<file path="config.mk">
export PLATFORM = sky130hd
export DESIGN_NAME = operand_fetch_stage_flat
export DESIGN_NICKNAME = d
export VERILOG_FILES = /design/src/rtl/vp_pkg.sv /design/src/rtl/operand_fetch_stage_if.sv /design/src/rtl/of_scoreboard.sv /design/src/rtl/operand_fetch_stage.sv /design/src/flat_wrapper.sv
export SDC_FILE = /design/constraint.sdc
export NUM_CORES = 1
export LEC_CHECK = 0
export ABC_AREA = 0
export BUFFER_PORTS_ARGS = -buffer_cell sky130_fd_sc_hd__buf_2
export CAP_MARGIN = 20
export CORE_AREA = 2 2 430 432
export CTS_CLUSTER_SIZE = 28
export DETAILED_ROUTE_END_ITERATION = 7
export DIE_AREA = 0 0 432 434
export GPL_TIMING_DRIVEN = 0
export HOLD_SLACK_MARGIN = 0.05
export PLACE_DENSITY = 0.33
export SYNTH_ARGS = -nofsm -noshare
export SYNTH_HDL_FRONTEND = slang
export SYNTH_HIERARCHICAL = 1
export SYNTH_SLANG_ARGS = --single-unit
</file>
<file path="constraint.sdc">
create_clock -name clk -period 4.15 [get_ports clk]
set_clock_uncertainty 0.05 [all_clocks]
set_input_delay 0.2075 -clock clk [delete_from_list [all_inputs] [get_ports clk]]
set_output_delay 0.2075 -clock clk [all_outputs]
set_load 0.05 [all_outputs]
</file>
<file path="src/rtl/vp_pkg.sv">
// Shared definitions for the vector processor register-read path.
// Register widths, bank sizes, operand type encodings and the
// {type,idx} scoreboard key used to address the pending bits.
package vp_pkg;

  localparam int unsigned EW   = 21;   // scalar register width
  localparam int unsigned VW   = 192;  // vector register width
  localparam int unsigned NREG = 16;   // registers per bank
  localparam int unsigned IDXW = 4;    // register index width

  localparam logic TYPE_SCALAR = 1'b0;
  localparam logic TYPE_VEC    = 1'b1;

  typedef logic [IDXW-1:0] reg_idx_t;
  typedef logic [IDXW:0]   sb_key_t;   // {type, idx}

  function automatic sb_key_t sb_key(input logic typ, input reg_idx_t idx);
    return {typ, idx};
  endfunction

endpackage

</file>
<file path="src/rtl/operand_fetch_stage_if.sv">
// Bundle of all non-clock/reset signals of the operand fetch stage:
// decode handshake, register file read data, writeback bus, flush and
// the execute-side output slot.
//   master: upstream/environment side (drives decode, RF, WB, flush, ex_ready)
//   slave : the operand fetch stage itself
interface operand_fetch_stage_if;
  import vp_pkg::*;

  // decode side
  logic          id_valid;
  logic          id_ready;
  reg_idx_t      id_src1;
  reg_idx_t      id_src2;
  logic          id_use1;
  logic          id_use2;
  logic          id_type1;
  logic          id_type2;
  reg_idx_t      id_dest;
  logic          id_destType;
  logic [1:0]    id_wb;
  // register file read data
  logic [EW-1:0] rf_e1;
  logic [EW-1:0] rf_e2;
  logic [VW-1:0] rf_v1;
  logic [VW-1:0] rf_v2;
  // writeback bus
  logic          wb_en;
  reg_idx_t      wb_dest;
  logic          wb_destType;
  logic [EW-1:0] wbEscalar;
  logic [VW-1:0] wbVector;
  // control
  logic          flush;
  // execute side
  logic          ex_valid;
  logic          ex_ready;
  logic [EW-1:0] ex_r1e;
  logic [EW-1:0] ex_r2e;
  logic [VW-1:0] ex_r1v;
  logic [VW-1:0] ex_r2v;
  reg_idx_t      ex_dest;
  logic          ex_destType;
  logic [1:0]    ex_wb;

  modport master (
    output id_valid, id_src1, id_src2, id_use1, id_use2, id_type1, id_type2,
           id_dest, id_destType, id_wb, rf_e1, rf_e2, rf_v1, rf_v2,
           wb_en, wb_dest, wb_destType, wbEscalar, wbVector, flush, ex_ready,
    input  id_ready, ex_valid, ex_r1e, ex_r2e, ex_r1v, ex_r2v, ex_dest,
           ex_destType, ex_wb
  );

  modport slave (
    input  id_valid, id_src1, id_src2, id_use1, id_use2, id_type1, id_type2,
           id_dest, id_destType, id_wb, rf_e1, rf_e2, rf_v1, rf_v2,
           wb_en, wb_dest, wb_destType, wbEscalar, wbVector, flush, ex_ready,
    output id_ready, ex_valid, ex_r1e, ex_r2e, ex_r1v, ex_r2v, ex_dest,
           ex_destType, ex_wb
  );

endinterface

</file>
<file path="src/rtl/of_scoreboard.sv">
// Pending-writeback scoreboard for the operand fetch stage.
// One pending bit per {type,idx}; set when an instruction that writes a
// register is accepted, cleared by writeback or by flushing the held slot.
// Ports:
//   clk, rst            clock, synchronous active-low reset
//   set_en/set_key      mark a destination pending
//   clr_en/clr_key      writeback clear (also exempts same-cycle hazards)
//   fclr_en/fclr_key    clear for a flushed in-flight instruction
//   use1/src1_key, use2/src2_key  source operands to check
//   dest_wr/dest_key    destination to check for WAW
//   haz1, haz2, haz_waw hazard flags
module of_scoreboard
  import vp_pkg::*;
(
  input  logic    clk,
  input  logic    rst,
  input  logic    set_en,
  input  sb_key_t set_key,
  input  logic    clr_en,
  input  sb_key_t clr_key,
  input  logic    fclr_en,
  input  sb_key_t fclr_key,
  input  logic    use1,
  input  sb_key_t src1_key,
  input  logic    use2,
  input  sb_key_t src2_key,
  input  logic    dest_wr,
  input  sb_key_t dest_key,
  output logic    haz1,
  output logic    haz2,
  output logic    haz_waw
);

  logic [2*NREG-1:0] pending_q, pending_d;

  // A register whose writeback lands this cycle is no longer a hazard:
  // its data is bypassed from the WB bus.
  function automatic logic busy(input logic [2*NREG-1:0] pend, input sb_key_t key,
                                input logic wclr, input sb_key_t wkey);
    return pend[key] && !(wclr && (wkey == key));
  endfunction

  assign haz1    = use1    && busy(pending_q, src1_key, clr_en, clr_key);
  assign haz2    = use2    && busy(pending_q, src2_key, clr_en, clr_key);
  assign haz_waw = dest_wr && busy(pending_q, dest_key, clr_en, clr_key);

  // Clears first, set last: a new writer wins over a same-cycle clear.
  always_comb begin
    pending_d = pending_q;
    if (fclr_en) pending_d[fclr_key] = 1'b0;
    if (clr_en)  pending_d[clr_key]  = 1'b0;
    if (set_en)  pending_d[set_key]  = 1'b1;
  end

  always_ff @(posedge clk) begin
    if (!rst) begin
      pending_q <= '0;
    end else begin
      pending_q <= pending_d;
    end
  end

endmodule

</file>
<file path="src/rtl/operand_fetch_stage.sv">
// Register-read stage of the vector processor. Accepts decoded instructions,
// reads scalar and vector source operands (with same-cycle WB bypass), stalls
// on scoreboard hazards and registers everything into one valid/ready slot
// feeding execute.
// Ports:
//   clk  clock
//   rst  synchronous active-low reset
//   bus  operand_fetch_stage_if.slave: decode handshake, RF read data,
//        WB bus, flush and the execute output slot
module operand_fetch_stage
  import vp_pkg::*;
(
  input  logic                  clk,
  input  logic                  rst,
  operand_fetch_stage_if.slave  bus
);

  logic haz1, haz2, haz_waw;
  logic slot_free, id_ready, accept, id_writes, fclr_en;

  logic [EW-1:0] op1e, op2e;
  logic [VW-1:0] op1v, op2v;

  logic          ex_valid_q;
  logic [EW-1:0] ex_r1e_q, ex_r2e_q;
  logic [VW-1:0] ex_r1v_q, ex_r2v_q;
  reg_idx_t      ex_dest_q;
  logic          ex_destType_q;
  logic [1:0]    ex_wb_q;

  assign id_writes = (bus.id_wb != 2'b00);
  assign slot_free = !ex_valid_q || bus.ex_ready;
  // Gated by rst so nothing looks accepted while reset is asserted.
  assign id_ready  = rst && slot_free && !haz1 && !haz2 && !haz_waw && !bus.flush;
  assign accept    = bus.id_valid && id_ready;
  // Flushing a valid writer frees its destination; nothing else will clear it.
  assign fclr_en   = bus.flush && ex_valid_q && (ex_wb_q != 2'b00);

  of_scoreboard u_scoreboard (
    .clk      (clk),
    .rst      (rst),
    .set_en   (accept && id_writes),
    .set_key  (sb_key(bus.id_destType, bus.id_dest)),
    .clr_en   (bus.wb_en),
    .clr_key  (sb_key(bus.wb_destType, bus.wb_dest)),
    .fclr_en  (fclr_en),
    .fclr_key (sb_key(ex_destType_q, ex_dest_q)),
    .use1     (bus.id_use1),
    .src1_key (sb_key(bus.id_type1, bus.id_src1)),
    .use2     (bus.id_use2),
    .src2_key (sb_key(bus.id_type2, bus.id_src2)),
    .dest_wr  (id_writes),
    .dest_key (sb_key(bus.id_destType, bus.id_dest)),
    .haz1     (haz1),
    .haz2     (haz2),
    .haz_waw  (haz_waw)
  );

  // Per-bank bypass: each bank only takes WB data when the WB type matches it.
  always_comb begin
    op1e = bus.rf_e1;
    op2e = bus.rf_e2;
    op1v = bus.rf_v1;
    op2v = bus.rf_v2;
    if (bus.wb_en) begin
      if (bus.wb_destType == TYPE_SCALAR) begin
        if (bus.wb_dest == bus.id_src1) op1e = bus.wbEscalar;
        if (bus.wb_dest == bus.id_src2) op2e = bus.wbEscalar;
      end
      if (bus.wb_destType == TYPE_VEC) begin
        if (bus.wb_dest == bus.id_src1) op1v = bus.wbVector;
        if (bus.wb_dest == bus.id_src2) op2v = bus.wbVector;
      end
    end
  end

  always_ff @(posedge clk) begin
    if (!rst) begin
      ex_valid_q    <= 1'b0;
      ex_r1e_q      <= '0;
      ex_r2e_q      <= '0;
      ex_r1v_q      <= '0;
      ex_r2v_q      <= '0;
      ex_dest_q     <= '0;
      ex_destType_q <= 1'b0;
      ex_wb_q       <= 2'b00;
    end else if (accept) begin
      ex_valid_q    <= 1'b1;
      ex_r1e_q      <= op1e;
      ex_r2e_q      <= op2e;
      ex_r1v_q      <= op1v;
      ex_r2v_q      <= op2v;
      ex_dest_q     <= bus.id_dest;
      ex_destType_q <= bus.id_destType;
      ex_wb_q       <= bus.id_wb;
    end else if (bus.ex_ready || bus.flush) begin
      // Data stays put; only the valid bit drops.
      ex_valid_q    <= 1'b0;
    end
  end

  assign bus.id_ready    = id_ready;
  assign bus.ex_valid    = ex_valid_q;
  assign bus.ex_r1e      = ex_r1e_q;
  assign bus.ex_r2e      = ex_r2e_q;
  assign bus.ex_r1v      = ex_r1v_q;
  assign bus.ex_r2v      = ex_r2v_q;
  assign bus.ex_dest     = ex_dest_q;
  assign bus.ex_destType = ex_destType_q;
  assign bus.ex_wb       = ex_wb_q;

endmodule

</file>
<file path="src/flat_wrapper.sv">
// flat-port wrapper written by rule: the top's interface ports become plain ports
module operand_fetch_stage_flat import vp_pkg::*;
  (clk, rst, bus_id_valid, bus_id_src1, bus_id_src2, bus_id_use1, bus_id_use2, bus_id_type1, bus_id_type2, bus_id_dest, bus_id_destType, bus_id_wb, bus_rf_e1, bus_rf_e2, bus_rf_v1, bus_rf_v2, bus_wb_en, bus_wb_dest, bus_wb_destType, bus_wbEscalar, bus_wbVector, bus_flush, bus_ex_ready, bus_id_ready, bus_ex_valid, bus_ex_r1e, bus_ex_r2e, bus_ex_r1v, bus_ex_r2v, bus_ex_dest, bus_ex_destType, bus_ex_wb);
  operand_fetch_stage_if bus_i ();
  input  logic clk;
  input  logic rst;
  input wire logic [$bits(bus_i.id_valid)-1:0] bus_id_valid;
  input wire logic [$bits(bus_i.id_src1)-1:0] bus_id_src1;
  input wire logic [$bits(bus_i.id_src2)-1:0] bus_id_src2;
  input wire logic [$bits(bus_i.id_use1)-1:0] bus_id_use1;
  input wire logic [$bits(bus_i.id_use2)-1:0] bus_id_use2;
  input wire logic [$bits(bus_i.id_type1)-1:0] bus_id_type1;
  input wire logic [$bits(bus_i.id_type2)-1:0] bus_id_type2;
  input wire logic [$bits(bus_i.id_dest)-1:0] bus_id_dest;
  input wire logic [$bits(bus_i.id_destType)-1:0] bus_id_destType;
  input wire logic [$bits(bus_i.id_wb)-1:0] bus_id_wb;
  input wire logic [$bits(bus_i.rf_e1)-1:0] bus_rf_e1;
  input wire logic [$bits(bus_i.rf_e2)-1:0] bus_rf_e2;
  input wire logic [$bits(bus_i.rf_v1)-1:0] bus_rf_v1;
  input wire logic [$bits(bus_i.rf_v2)-1:0] bus_rf_v2;
  input wire logic [$bits(bus_i.wb_en)-1:0] bus_wb_en;
  input wire logic [$bits(bus_i.wb_dest)-1:0] bus_wb_dest;
  input wire logic [$bits(bus_i.wb_destType)-1:0] bus_wb_destType;
  input wire logic [$bits(bus_i.wbEscalar)-1:0] bus_wbEscalar;
  input wire logic [$bits(bus_i.wbVector)-1:0] bus_wbVector;
  input wire logic [$bits(bus_i.flush)-1:0] bus_flush;
  input wire logic [$bits(bus_i.ex_ready)-1:0] bus_ex_ready;
  output wire logic [$bits(bus_i.id_ready)-1:0] bus_id_ready;
  output wire logic [$bits(bus_i.ex_valid)-1:0] bus_ex_valid;
  output wire logic [$bits(bus_i.ex_r1e)-1:0] bus_ex_r1e;
  output wire logic [$bits(bus_i.ex_r2e)-1:0] bus_ex_r2e;
  output wire logic [$bits(bus_i.ex_r1v)-1:0] bus_ex_r1v;
  output wire logic [$bits(bus_i.ex_r2v)-1:0] bus_ex_r2v;
  output wire logic [$bits(bus_i.ex_dest)-1:0] bus_ex_dest;
  output wire logic [$bits(bus_i.ex_destType)-1:0] bus_ex_destType;
  output wire logic [$bits(bus_i.ex_wb)-1:0] bus_ex_wb;
  assign bus_i.id_valid = bus_id_valid;
  assign bus_i.id_src1 = bus_id_src1;
  assign bus_i.id_src2 = bus_id_src2;
  assign bus_i.id_use1 = bus_id_use1;
  assign bus_i.id_use2 = bus_id_use2;
  assign bus_i.id_type1 = bus_id_type1;
  assign bus_i.id_type2 = bus_id_type2;
  assign bus_i.id_dest = bus_id_dest;
  assign bus_i.id_destType = bus_id_destType;
  assign bus_i.id_wb = bus_id_wb;
  assign bus_i.rf_e1 = bus_rf_e1;
  assign bus_i.rf_e2 = bus_rf_e2;
  assign bus_i.rf_v1 = bus_rf_v1;
  assign bus_i.rf_v2 = bus_rf_v2;
  assign bus_i.wb_en = bus_wb_en;
  assign bus_i.wb_dest = bus_wb_dest;
  assign bus_i.wb_destType = bus_wb_destType;
  assign bus_i.wbEscalar = bus_wbEscalar;
  assign bus_i.wbVector = bus_wbVector;
  assign bus_i.flush = bus_flush;
  assign bus_i.ex_ready = bus_ex_ready;
  assign bus_id_ready = bus_i.id_ready;
  assign bus_ex_valid = bus_i.ex_valid;
  assign bus_ex_r1e = bus_i.ex_r1e;
  assign bus_ex_r2e = bus_i.ex_r2e;
  assign bus_ex_r1v = bus_i.ex_r1v;
  assign bus_ex_r2v = bus_i.ex_r2v;
  assign bus_ex_dest = bus_i.ex_dest;
  assign bus_ex_destType = bus_i.ex_destType;
  assign bus_ex_wb = bus_i.ex_wb;
  operand_fetch_stage u_core (.clk(clk), .rst(rst), .bus(bus_i));
endmodule
</file>
==> summary.md, run 1 <==
| Metric | Value |
|---|---|
| DRT Wirelength | 196800 um |
| Final Power | 14.32 mW |
| Fillers | 20620 |
| Core Box Area | 0.1825 mm^2 |
| Most Crowded Layer GR | met2 |
| Most used cell, CP | a31oi_1 |
| Met3 Use GR | 0.03980 |
| Switch share | 0.3489 |
| Worst-Margin Slew | 1.036 ns |
| CP peak stage delay | 0.57 ns |
| Worst EP required | 4.69 ns |
| Average size of a mapped cell | 7.983 um^2 |
| Die H | 434 um |
| Fraction of layout cells with a size suffix above 1 | 0.2805 |
| Period Utilization, post-route | 0.9714 |
| GRT Resource Usage Total | 0.1988 |
| Insertion delay to the later sink of the worst-skew pair | 0.69 ns |
| Max-slew headroom | 0.3094 |
| F_max | 0.2480 GHz |
| Syn Std Cell Area | 0.02227 mm^2 |
| Total nets after synthesis | 3459 |
| Max_cap viols | 0 |
| CTS Buf Count | 69 |
| Sequential group share of total power | 0.336 |
| Vias in the first global route | 33110 |
| Initial antenna violation count | 56 |
| Port buffer count | 1103 |
| Hold WS | 0.1391 ns |
| First-pass GRT wire length | 263400 um |
| Comb power frac | 0.243 |
| Crit path kind | reg -> reg |
| Die ar. | 0.1875 mm^2 |
| HP Class | in -> reg |
| Routed len/inst | 27.04 um |
| CTS tree | done |
| Initial Util | 0.1220 |
| Outcome | complete, no violations |
| Worst EP arrival | 4.57 ns |
| PwrDens | 343.4 mW/mm^2 |
| Pleak | 18.69 nW |
| Via density | 4.485 |
| GRT met1 Usage | 0.2252 |
| Clock Sinks | 466 |
| GPL Wtd Cong | 0.9265 |
| Post-route minimum period | 4.031 ns |
| Sw Pwr | 4.997 mW |
| Die X | 432 um |
| Met2 Use GR | 0.3583 |
| DRC violation count after routing | 0 |
| CP max-delay cell | dlygate4sd3_1 |
| CP Capture Type | flip-flop |
| Setup violators final | 0 |
| Grt total ovfl | 0 |
| Mapped Cells | 2790 |
| Via count | 32630 |
| Clk network pwr share | 0.421 |
| Std cell rows | 157 |
| Critical path startpoint category | flip-flop |
| Post-synth cell types | 41 |
| Final Hold Vio Count | 0 |
| Ports | 1104 |
| First-pass detailed-route iteration total | 6 |
| Final nets | 5486 |
| Final Max Tran Viols | 0 |
| Clock transition time at the flip-flop clock pins of the worst setup and hold paths | 0.05 ns |
| Peak supply drop | 0.2339 mV |
| Seq/Total Area, Yosys | 0.4189 |
| RSZ-0062 raised after global routing | false |
| Synth Warn # | 6 |
| Crit-path cells | mux4_1 -> mux2i_1 -> a2bb2oi_2 -> a31oi_1 -> nor2_1 -> nand4_1 -> buf_2 -> buf_4 -> clkbuf_1 -> a31oi_1 -> a21oi_1 -> dlygate4sd3_1 |
| Syn-to-layout area delta | 87.21% |
| Max H-tree Level | 3 |
| Routed Antenna Nets | 0 |
| CTS Buffer Depth | 3 |
| Int Power | 9.323 mW |
| Largest net degree at the start of global routing | 14 |
| Buf+Inv Stages, Crit Path | 4 |
| Hpwl dp | 154200 um |
| Root Buffer | clkbuf_16 |
| Register bit total from synthesis | 466 |
| Initial drt markers | 2482 |
| CP Max Fanout | 10 |
| Family with the most delay on the worst path | buffers and inverters |
## flip-flops by register name (all words and copies together) (netlist names)
signal,cells
u_core/bus.ex_r1v,192
u_core/bus.ex_r2v,192
u_core/u_scoreboard/pending_q,32
u_core/bus.ex_r1e,21
u_core/bus.ex_r2e,21
u_core/bus.ex_dest,4
u_core/bus.ex_wb,2
u_core/bus.ex_destType,1
u_core/bus.ex_valid,1
## cells by family after synthesis
logic type      count (synthesis)  synth area share
flops                         466            0.4189
compound gates               1787            0.4360
simple gates                  123           0.03494
xor+xnor                       23          0.009044
mux                            34           0.03062
buf+inv                       357           0.07056
## cell usage after synthesis (all sizes together)
library cell  instances  area share
o21ai               853        0.19
dfxtp               466        0.42
a31oi               428        0.12
a21oi               426       0.096
clkbuf              241       0.041
buf                 116       0.030
a22oi                65       0.022
nor2b                36       0.010
xnor2                23      0.0090
mux4                 22       0.025
nand2                20      0.0034
nor3b                14      0.0054
and3b                13      0.0051
a21boi                7      0.0024
and3                  7      0.0020
mux2i                 7      0.0031
nand4                 7      0.0020
mux2                  5      0.0025
nand2b                5      0.0014
nor2                  5     0.00084
and4                  3      0.0012
nor3                  3     0.00067
a2bb2oi               2      0.0013
and2                  2     0.00056
nand3                 2     0.00045
nand3b                2     0.00067
o221ai                2     0.00079
or2                   2     0.00056
a2111oi               1     0.00067
nand4b                1     0.00039
nor4                  1     0.00028
o2111a                1     0.00051
o211a                 1     0.00045
o21a                  1     0.00034
## worst reg2reg max path, cell delays in order (launching register included)
cell	delay (ns)
dfxtp_1	0.36
mux4_1	0.52
mux2i_1	0.38
a2bb2oi_2	0.17
a31oi_1	0.10
nor2_1	0.25
nand4_1	0.12
buf_2	0.28
buf_4	0.29
clkbuf_1	0.35
a31oi_1	0.38
a21oi_1	0.12
dlygate4sd3_1	0.57
## power groups by stage
stage	Clock [mW]	Combinational, mW	Sequential [mW]
floorplan	0	0.788	5.58
global placement	0	2.83	4.90
detailed placement	0	2.82	4.90
CTS	6.20	3.48	4.80
global route	6.33	3.66	4.83
finish	6.03	3.49	4.81
## stage by stage
stage          TNS, ns  cells  cell area (um^2)  worst slack (ns)    util
3_3_place_gp    -20.92   6278             30780           -0.7134  0.1686
3_5_place_dp    -17.46   6281             30830           -0.6118  0.1690
4_1_cts              0   7246             41520           0.01251  0.2275
2_1_floorplan        0   2790             22270             1.213       -
5_1_grt              0   7264             41670           0.01260  0.2283
6_report             0   7276             41700            0.1185  0.2285
## path summary, 6_finish.rpt
path / slack, ns / startpoint / end / cells past startpoint
setup / recovery: 0.12 / u_core/u_scoreboard/pending_q[8] / u_core/bus.ex_r2v[63] / 12
hold / removal: 0.14 / bus_id_dest[3] / u_core/u_scoreboard/pending_q[31] / 4
setup reg to reg: 0.12 / u_core/u_scoreboard/pending_q[8] / u_core/bus.ex_r2v[63] / 12
hold reg to reg: 0.45 / u_core/bus.ex_wb[0] / u_core/bus.ex_wb[0] / 2
## repair_timing
action	4_1_cts	5_1_grt
setup buffers	0	0
hold buffers	849	0
resized for setup	3	48
endpoints found under the hold margin	452	0
endpoints found under the setup margin	9	279
## cell type report
type	count	area [um^2]	area share
Antenna cell	29	72.57	0.001740
Sequential cell	466	9329	0.2237
Tap cell	2385	2984	0.07157
Multi-Input combinational cell	1967	11450	0.2747
Clock buffer	98	1966	0.04714
Timing Repair Buffer	1956	14070	0.3375
Buffer	357	1607	0.03853
Clock inverter	18	211.5	0.005071
## layer usage
metal	part of all wire	wire length, um	vias up
met5	0.00028	56	-
met4	0.047	9150	12
met3	0.058	11450	375
met2	0.51	100200	1482
met1	0.39	75870	16040
li1	-	-	14720
## placed cells by master, fill, tap and decap left out, types with 23 or more instances in the layout
master / instances
clkbuf_1: 238
o21ai_1: 125
a21oi_1: 426
o21ai_0: 728
xnor2_1: 23
dlygate4sd3_1: 849
a22oi_1: 65
dfxtp_1: 466
buf_2: 1180
nor2b_1: 36
a31oi_1: 417
diode_2: 29
clkbuf_16: 69
Power figures use the tool's default switching activity.
==> inputs of run 2 (changes only) <==
Settings changed: BUFFER_PORTS_ARGS -buffer_cell sky130_fd_sc_hd__buf_2 to not set, CTS_CLUSTER_SIZE 28 to 20, DONT_BUFFER_PORTS set to 1, PLACE_DENSITY 0.33 to 0.3.
==> run 2 against run 1 <==
Net effect:
- the run now ends with design-rule violations left
- first-iteration DRC count rose by 5.1%
- worst setup slack improved by 0.029 ns
- cell area fell by 13%
- sequential power rose by 17%
- register-to-register slack improved by 0.03 ns
- non-clock buffer count fell by 1106
- sequential cell count did not move
- highest routed layer unchanged
- critical endpoint is now u_core/bus.ex_r1v[107]
==> summary.md, run 2 (same netlist as run 1, synthesis figures left out) <==
| Metric | Value |
|---|---|
| Outcome | complete, but fails checks (was complete, no violations) |
| Failing checks | design-rule violations |
| Most common cell after layout, fill and taps aside | dlygate4sd3_1 (was buf_2) |
| Fillers | 20510 (was 20620) |
| Routed Antenna Nets | 0 (unchanged) |
| Syn-to-layout area delta | 63.29% (was 87.21%) |
| Clock Sinks | 466 (unchanged) |
| CP Max Fanout | 10 (unchanged) |
| Worst EP required | 4.68 ns (was 4.69 ns) |
| RSZ-0062 raised after global routing | true (was false) |
| Layout Utilization | 0.1993 (was 0.2285) |
| GRT Resource Usage Total | 0.1894 (was 0.1988) |
| Commonest cells after routing, fill and taps aside | dlygate4sd3_1, o21ai_0, dfxtp_1 (was buf_2, dlygate4sd3_1, o21ai_0) |
| Int Power | 9.267 mW (was 9.323 mW) |
| FF+latch area | 0.009329 mm^2 (unchanged) |
| Via density | 4.627 (was 4.485) |
| Max_cap viols | 0 (unchanged) |
| CTS Buffer Depth | 3 (unchanged) |
| CP Capture Type | flip-flop (unchanged) |
| DRT Wirelength | 187300 um (was 196800 um) |
| Switch share | 0.3396 (was 0.3489) |
| Post-CTS setup-driven buffer insertion count | 0 (unchanged) |
| Comb power frac | 0.147 (was 0.243) |
| Grt total ovfl | 0 (unchanged) |
| F_max | 0.2499 GHz (was 0.2480 GHz) |
| Final Hold Vio Count | 0 (unchanged) |
| Crit path kind | reg -> reg (unchanged) |
| Worst hold stages | 3 (was 4) |
| Die X | 432 um (unchanged) |
| Initial antenna violation count | 50 (was 56) |
| Via count | 28630 (was 32630) |
| Peak supply drop | 0.3033 mV (was 0.2339 mV) |
| Clk network pwr share | 0.450 (was 0.421) |
| Initial drt markers | 2608 (was 2482) |
| Post-route minimum period | 4.002 ns (was 4.031 ns) |
| Die H | 434 um (unchanged) |
| Period Utilization, post-route | 0.9644 (was 0.9714) |
| R2R cell count | 12 (unchanged) |
| Worst EP arrival | 4.53 ns (was 4.57 ns) |
| DRC violation count after routing | 1 (was 0) |
| CTS Buf Count | 69 (unchanged) |
| Setup TNS | 0 ns (unchanged) |
| Area occupied by multi-input gates | 0.01146 mm^2 (was 0.01145 mm^2) |
| HP Class | in -> reg (unchanged) |
| First-pass GRT wire length | 248100 um (was 263400 um) |
| Worst-Margin Slew | 1.112 ns (was 1.036 ns) |
| Setup violators final | 0 (unchanged) |
| Max-slew headroom | 0.2574 (was 0.3094) |
| Root Buffer | clkbuf_16 (unchanged) |
| Ports | 1104 (unchanged) |
| Routed len/inst | 30.28 um (was 27.04 um) |
| Hpwl dp | 145500 um (was 154200 um) |
| GPL Wtd Cong | 0.9228 (was 0.9265) |
| First-pass detailed-route iteration total | 8 (was 6) |
| Port buffer count | 0 (was 1103) |
| Largest net degree at the start of global routing | 12 (was 14) |
| Clock transition time at the flip-flop clock pins of the worst setup and hold paths | 0.06 ns (was 0.05 ns) |
| Critical path startpoint category | flip-flop (unchanged) |
| Fraction of layout cells with a size suffix above 1 | 0.07040 (was 0.2805) |
| Sw Pwr | 4.765 mW (was 4.997 mW) |
| Final Max Tran Viols | 0 (unchanged) |
| Sequential group share of total power | 0.403 (was 0.336) |
| Die ar. | 0.1875 mm^2 (unchanged) |
| Pleak | 13.65 nW (was 18.69 nW) |
| CTS tree | done (unchanged) |
| PwrDens | 385.8 mW/mm^2 (was 343.4 mW/mm^2) |
| Insertion delay to the later sink of the worst-skew pair | 0.71 ns (was 0.69 ns) |
| Max H-tree Level | 3 (unchanged) |
| Initial Util | 0.1220 (unchanged) |
| Vias in the first global route | 28640 (was 33110) |
| Std cell rows | 157 (unchanged) |
| Final nets | 4380 (was 5486) |
| Core Box Area | 0.1825 mm^2 (unchanged) |
run 2: changes by cell type in the layout (fill, tap and decap cells not counted), moves of 3 or more:
cell,change
diode_2,+9
a31oi_2,-3
clkbuf_2,-5
clkbuf_1,+4
dlygate4sd3_1,-5
buf_2,-1105
clkbuf_8,+6
run 2: cell type report:
class | count | area share
flip-flops and latches | 466 | 0.2565
multi-input cells | 1967 | 0.3151
diodes | 38 | 0.002615
clock buffers | 103 | 0.05680
plain buffers | 357 | 0.04403
well taps | 2385 | 0.08205
clock inverters | 21 | 0.007912
repair buffers | 850 | 0.2350
run 2: path summary, 6_finish.rpt:
path | endpoint | start | slack, ns
worst max register to register | u_core/bus.ex_r1v[107] | u_core/u_scoreboard/pending_q[4] | 0.15
worst max-delay path | u_core/bus.ex_r1v[107] | u_core/u_scoreboard/pending_q[4] | 0.15
worst min register to register | u_core/u_scoreboard/pending_q[5] | u_core/u_scoreboard/pending_q[5] | 0.53
worst min-delay path | u_core/bus.ex_r1v[110] | bus_rf_v1[110] | 0.16
run 2: per-layer routing:
metal / share of wire / vias to the layer above / GRT usage
met2: 0.50 / 1610 / 0.3271
met1: 0.37 / 14090 / 0.2132
li1: - / 12530 / -
met4: 0.049 / 14 / 0.1007
met3: 0.078 / 378 / 0.04857
met5: 0.00052 / - / 0
run 2: power by group through the flow:
stage / combinational (mW) / sequential (mW) / clock, mW
final: 2.06 / 5.65 / 6.32
after global routing: 2.20 / 5.66 / 6.65
after CTS: 2.04 / 5.66 / 6.48
after detailed placement: 1.34 / 5.75 / 0
after global placement: 1.33 / 5.76 / 0
after floorplan: 0.788 / 5.58 / 0
run 2: per-stage QoR:
stage | setup slack, ns | cells | hold slack (ns) | cell area, um^2 | total power, mW
final | 0.1479 | 6187 | 0.1565 | 36370 | 14.03
after global routing | -0.08084 | 6176 | 0.1401 | 36340 | 14.52
after CTS | -0.1025 | 6149 | 0.07493 | 36210 | 14.18
after detailed placement | -0.5417 | 5181 | 0.3017 | 25360 | 7.088
after global placement | -0.5253 | 5175 | 0.3017 | 25260 | 7.093
after floorplan | 1.213 | 2790 | 0.2857 | 22270 | 6.373
run 2: what timing repair did:
action	in CTS	in global routing
resized for setup	8	30
cloned	0	0
endpoints found under the setup margin	15	247
hold endpoints to repair	466	0
hold buffers	844	0
run 2: critical path, cell delays in order (launching register included):
cell and delay (ns):
dfxtp_1 0.34, mux4_1 0.52, mux2i_1 0.26, a2bb2oi_2 0.20, a31oi_1 0.18, nor3b_2 0.27
nand4_1 0.11, buf_2 0.26, clkbuf_4 0.35, clkbuf_2 0.30, a31oi_1 0.31, a21oi_1 0.12
dlygate4sd3_1 0.57
==> inputs of run 3 (changes only) <==
Settings changed: CTS_BUF_LIST set to sky130_fd_sc_hd__clkbuf_8.
==> run 3 against run 2 <==
Net effect:
- the run now fails in clock tree synthesis (4_1_cts)
- synthesized cell count stayed put
- synthesized area stayed put
==> summary.md, run 3 <==
| Metric | Value |
|---|---|
| Outcome | did not finish (was complete, but fails checks) |
| Fail Step | clock tree synthesis (4_1_cts) |
| Run Error | [ERROR RSZ-0060] Max buffer count reached. |
| Hpwl dp | 145500 um (unchanged) |
| Post-synth cell types | 41 (unchanged) |
| Top cell type by total area after synthesis | dfxtp_1 (unchanged) |
| Area contributors post-synth | dfxtp_1, o21ai_0, a31oi_1 (unchanged) |
| Post-place setup slack | -0.5417 ns (unchanged) |
| # hold bufs at CTS | 1071 (was 844) |
| Initial Util | 0.1220 (unchanged) |
| Die X | 432 um (unchanged) |
| Seq/Total Area, Yosys | 0.4189 (unchanged) |
| Root Buffer | clkbuf_8 (was clkbuf_16) |
| Most common cell in the netlist | o21ai_0 (unchanged) |
| Syn Std Cell Area | 0.02227 mm^2 (unchanged) |
| Clock Sinks | 466 (unchanged) |
| Port buffer count | 0 (unchanged) |
| Synth Warn # | 6 (unchanged) |
| Placed insts | 5181 (unchanged) |
| Register bit total from synthesis | 466 (unchanged) |
| CTS Buffer Depth | 3 (unchanged) |
| Std cell rows | 157 (unchanged) |
| Cell Area, Placed | 0.02536 mm^2 (unchanged) |
| Max H-tree Level | 3 (unchanged) |
| Post-CTS setup-driven buffer insertion count | 0 (unchanged) |
| Synth Flop Type | dfxtp_1 (unchanged) |
| Mapped Cells | 2790 (unchanged) |
| Average size of a mapped cell | 7.983 um^2 (unchanged) |
| GPL Wtd Cong | 0.9228 (unchanged) |
| Number of synthesized flops with an enable pin | 0 (unchanged) |
| Synth top cells by count | o21ai_0, dfxtp_1, a31oi_1 (unchanged) |
| Asr flop ratio synth | 0 (unchanged) |
| Die H | 434 um (unchanged) |
| Top cell type's share of synthesized area | 0.4189 (unchanged) |
| CTS Buf Count | 100 (was 69) |
| PostCTS Resize Cnt | 8 (unchanged) |
| Total nets after synthesis | 3459 (unchanged) |
| Ports | 1104 (unchanged) |
==> run 3: cell counts after synthesis <==
Identical to the previous run, type by type.
==> run 3: through the flow <==
stage / hold slack [ns] / TNS [ns]
after floorplan: 0.2857 / 0
after global placement: 0.3017 / -7.021
after detailed placement: 0.3017 / -7.227
==> run 3: logic make-up after synthesis <==
logic type	synth area share
xor+xnor	0.009044
buf+inv	0.07056
compound gates	0.4360
mux	0.03062
simple gates	0.03494
flops	0.4189
==> inputs of run 4 (changes only) <==
Settings changed: CORE_AREA 2 2 430 432 to 2 2 429 431, CTS_BUF_LIST sky130_fd_sc_hd__clkbuf_8 to not set, CTS_CLUSTER_SIZE 20 to not set, DIE_AREA 0 0 432 434 to 0 0 431 433, HOLD_SLACK_MARGIN 0.05 to not set, PLACE_DENSITY 0.3 to not set, PLACE_DENSITY_LB_ADDON set to 0.15.
==> run 4 against run 3 <==
Net effect:
- the flow now finishes without violations
==> summary.md, run 4 (same netlist as run 1, synthesis figures left out) <==
| Metric | Value |
|---|---|
| Final Hold Vio Count | 0 |
| DRT Wirelength | 188900 um |
| Std cell rows | 157 (unchanged) |
| Clock transition time at the flip-flop clock pins of the worst setup and hold paths | 0.06 ns |
| Critical path startpoint category | flip-flop |
| Final nets | 4376 |
| Hpwl dp | 145900 um (was 145500 um) |
| Via count | 28430 |
| First-pass detailed-route iteration total | 6 |
| Vias in the first global route | 28680 |
| Hold WS | 0.09522 ns |
| Post-route cell area | 0.03613 mm^2 |
| Initial antenna violation count | 50 |
| Ports | 1104 (unchanged) |
| RSZ-0062 raised after global routing | true |
| First-pass GRT wire length | 250000 um |
| CP max-delay cell | dlygate4sd3_1 |
| Post-route minimum period | 4.009 ns |
| Routed Antenna Nets | 0 |
| CTS Buf Count | 71 (was 100) |
| Die ar. | 0.1866 mm^2 |
| HP Class | in -> reg |
| F_max | 0.2494 GHz |
| Setup slack, reg-to-reg | 0.14 ns |
| Clock Sinks | 466 (unchanged) |
| Worst EP required | 4.66 ns |
| Grt total ovfl | 0 |
| Commonest cells after routing, fill and taps aside | dlygate4sd3_1, o21ai_0, dfxtp_1 |
| Max H-tree Level | 3 (unchanged) |
| Worst EP arrival | 4.52 ns |
| Die H | 433 um (was 434 um) |
| DRC violation count after routing | 0 |
| Setup violators final | 0 |
| Outcome | complete, no violations (was did not finish) |
| GPL Wtd Cong | 0.9283 (was 0.9228) |
| Crit path kind | reg -> reg |
| Routed len/inst | 30.61 um |
| Most common cell after layout, fill and taps aside | dlygate4sd3_1 |
| Cell Area, Placed | 0.02529 mm^2 (was 0.02536 mm^2) |
| Period Utilization, post-route | 0.9660 |
| Port buffer count | 0 (unchanged) |
| GRT Resource Usage Total | 0.1921 |
| CP peak stage delay | 0.57 ns |
| CP Max Fanout | 10 |
| Die X | 431 um (was 432 um) |
| Most used cell, CP | a31oi_1 |
| Syn-to-layout area delta | 62.23% |
| Insertion delay to the later sink of the worst-skew pair | 0.69 ns |
| PwrDens | 384.6 mW/mm^2 |
| CTS tree | done |
| Peak supply drop | 0.2314 mV |
| CP Capture Type | flip-flop |
| Fraction of layout cells with a size suffix above 1 | 0.06991 |
| Initial Util | 0.1223 (was 0.1220) |
| Core Box Area | 0.1821 mm^2 |
| Via density | 4.607 |
| Post-CTS setup-driven buffer insertion count | 0 (unchanged) |
| Root Buffer | clkbuf_16 (was clkbuf_8) |
| Final Max Tran Viols | 0 |
| Initial drt markers | 2359 |
| Max-slew headroom | 0.3069 |
| Pleak | 13.59 nW |
| Largest net degree at the start of global routing | 12 |
| CTS Buffer Depth | 3 (unchanged) |
| Crit-path cells | mux4_1 -> mux2i_1 -> a2bb2oi_2 -> a31oi_1 -> nor3b_2 -> nand4_1 -> buf_2 -> clkbuf_4 -> clkbuf_1 -> a31oi_1 -> a21oi_1 -> dlygate4sd3_1 |
| Max_cap viols | 0 |
| Worst-Margin Slew | 1.038 ns |
run 4: per-stage QoR:
| step | TNS [ns] | total power [mW] | utilization | instances | worst slack [ns] |
|---|---|---|---|---|---|
| CTS | 0 | 14.09 | 0.1976 | 6145 | 0.009731 |
| finish | 0 | 13.90 | 0.1984 | 6170 | 0.1411 |
| global route | -0.01132 | 14.38 | 0.1982 | 6157 | -0.009225 |
| detailed placement | -5.008 | 7.101 | 0.1389 | 5178 | -0.3391 |
| floorplan | 0 | 6.373 | - | 2790 | 1.213 |
| global placement | -5.269 | 7.116 | 0.1387 | 5175 | -0.3350 |
run 4: final cells by class:
type	instances	area [um^2]
Clock inverter	23	215.2
Multi-Input combinational cell	1967	11420
Buffer	357	1604
Tap cell	2385	2984
Antenna cell	23	57.56
Clock buffer	105	2076
Sequential cell	466	9329
Timing Repair Buffer	844	8448
Fill cell	20550	146000
run 4: repair_timing:
action,CTS,global route
gates cloned,0,0
hold buffers,839,0
endpoints found under the hold margin,466,0
gates resized for setup,1,32
setup endpoints to repair,7,178
run 4: where the power goes:
| part | internal (mW) | total (mW) | switching, mW |
|---|---|---|---|
| clock network | 3.55 | 6.19 | 2.64 |
| registers | 4.68 | 5.65 | 0.964 |
| logic | 0.860 | 2.06 | 1.20 |
| total | 9.09 | 13.9 | 4.81 |
run 4: worst max-delay path, delay by kind of cell, from the launching register on:
kind,cells,cell delay [ns]
buf+inv,4,1.49
mux,2,0.84
simple gates,2,0.36
compound gates,4,0.73
flops,1,0.33
run 4: path summary, 6_finish.rpt:
kind,startpoint,end,cells past startpoint
hold / removal,bus_id_valid,u_core/bus.ex_dest[0],4
hold reg to reg,u_core/u_scoreboard/pending_q[5],u_core/u_scoreboard/pending_q[5],2
setup / recovery,u_core/u_scoreboard/pending_q[4],u_core/bus.ex_r1v[93],12
setup reg to reg,u_core/u_scoreboard/pending_q[4],u_core/bus.ex_r1v[93],12
run 4: layer usage:
metal  GRT usage  share of wire  vias up
met1      0.2139           0.37    14100
met2      0.3427           0.51     1453
met3     0.04901          0.076      340
li1            -              -    12520
met5           0        0.00040        -
met4     0.08565          0.044       12
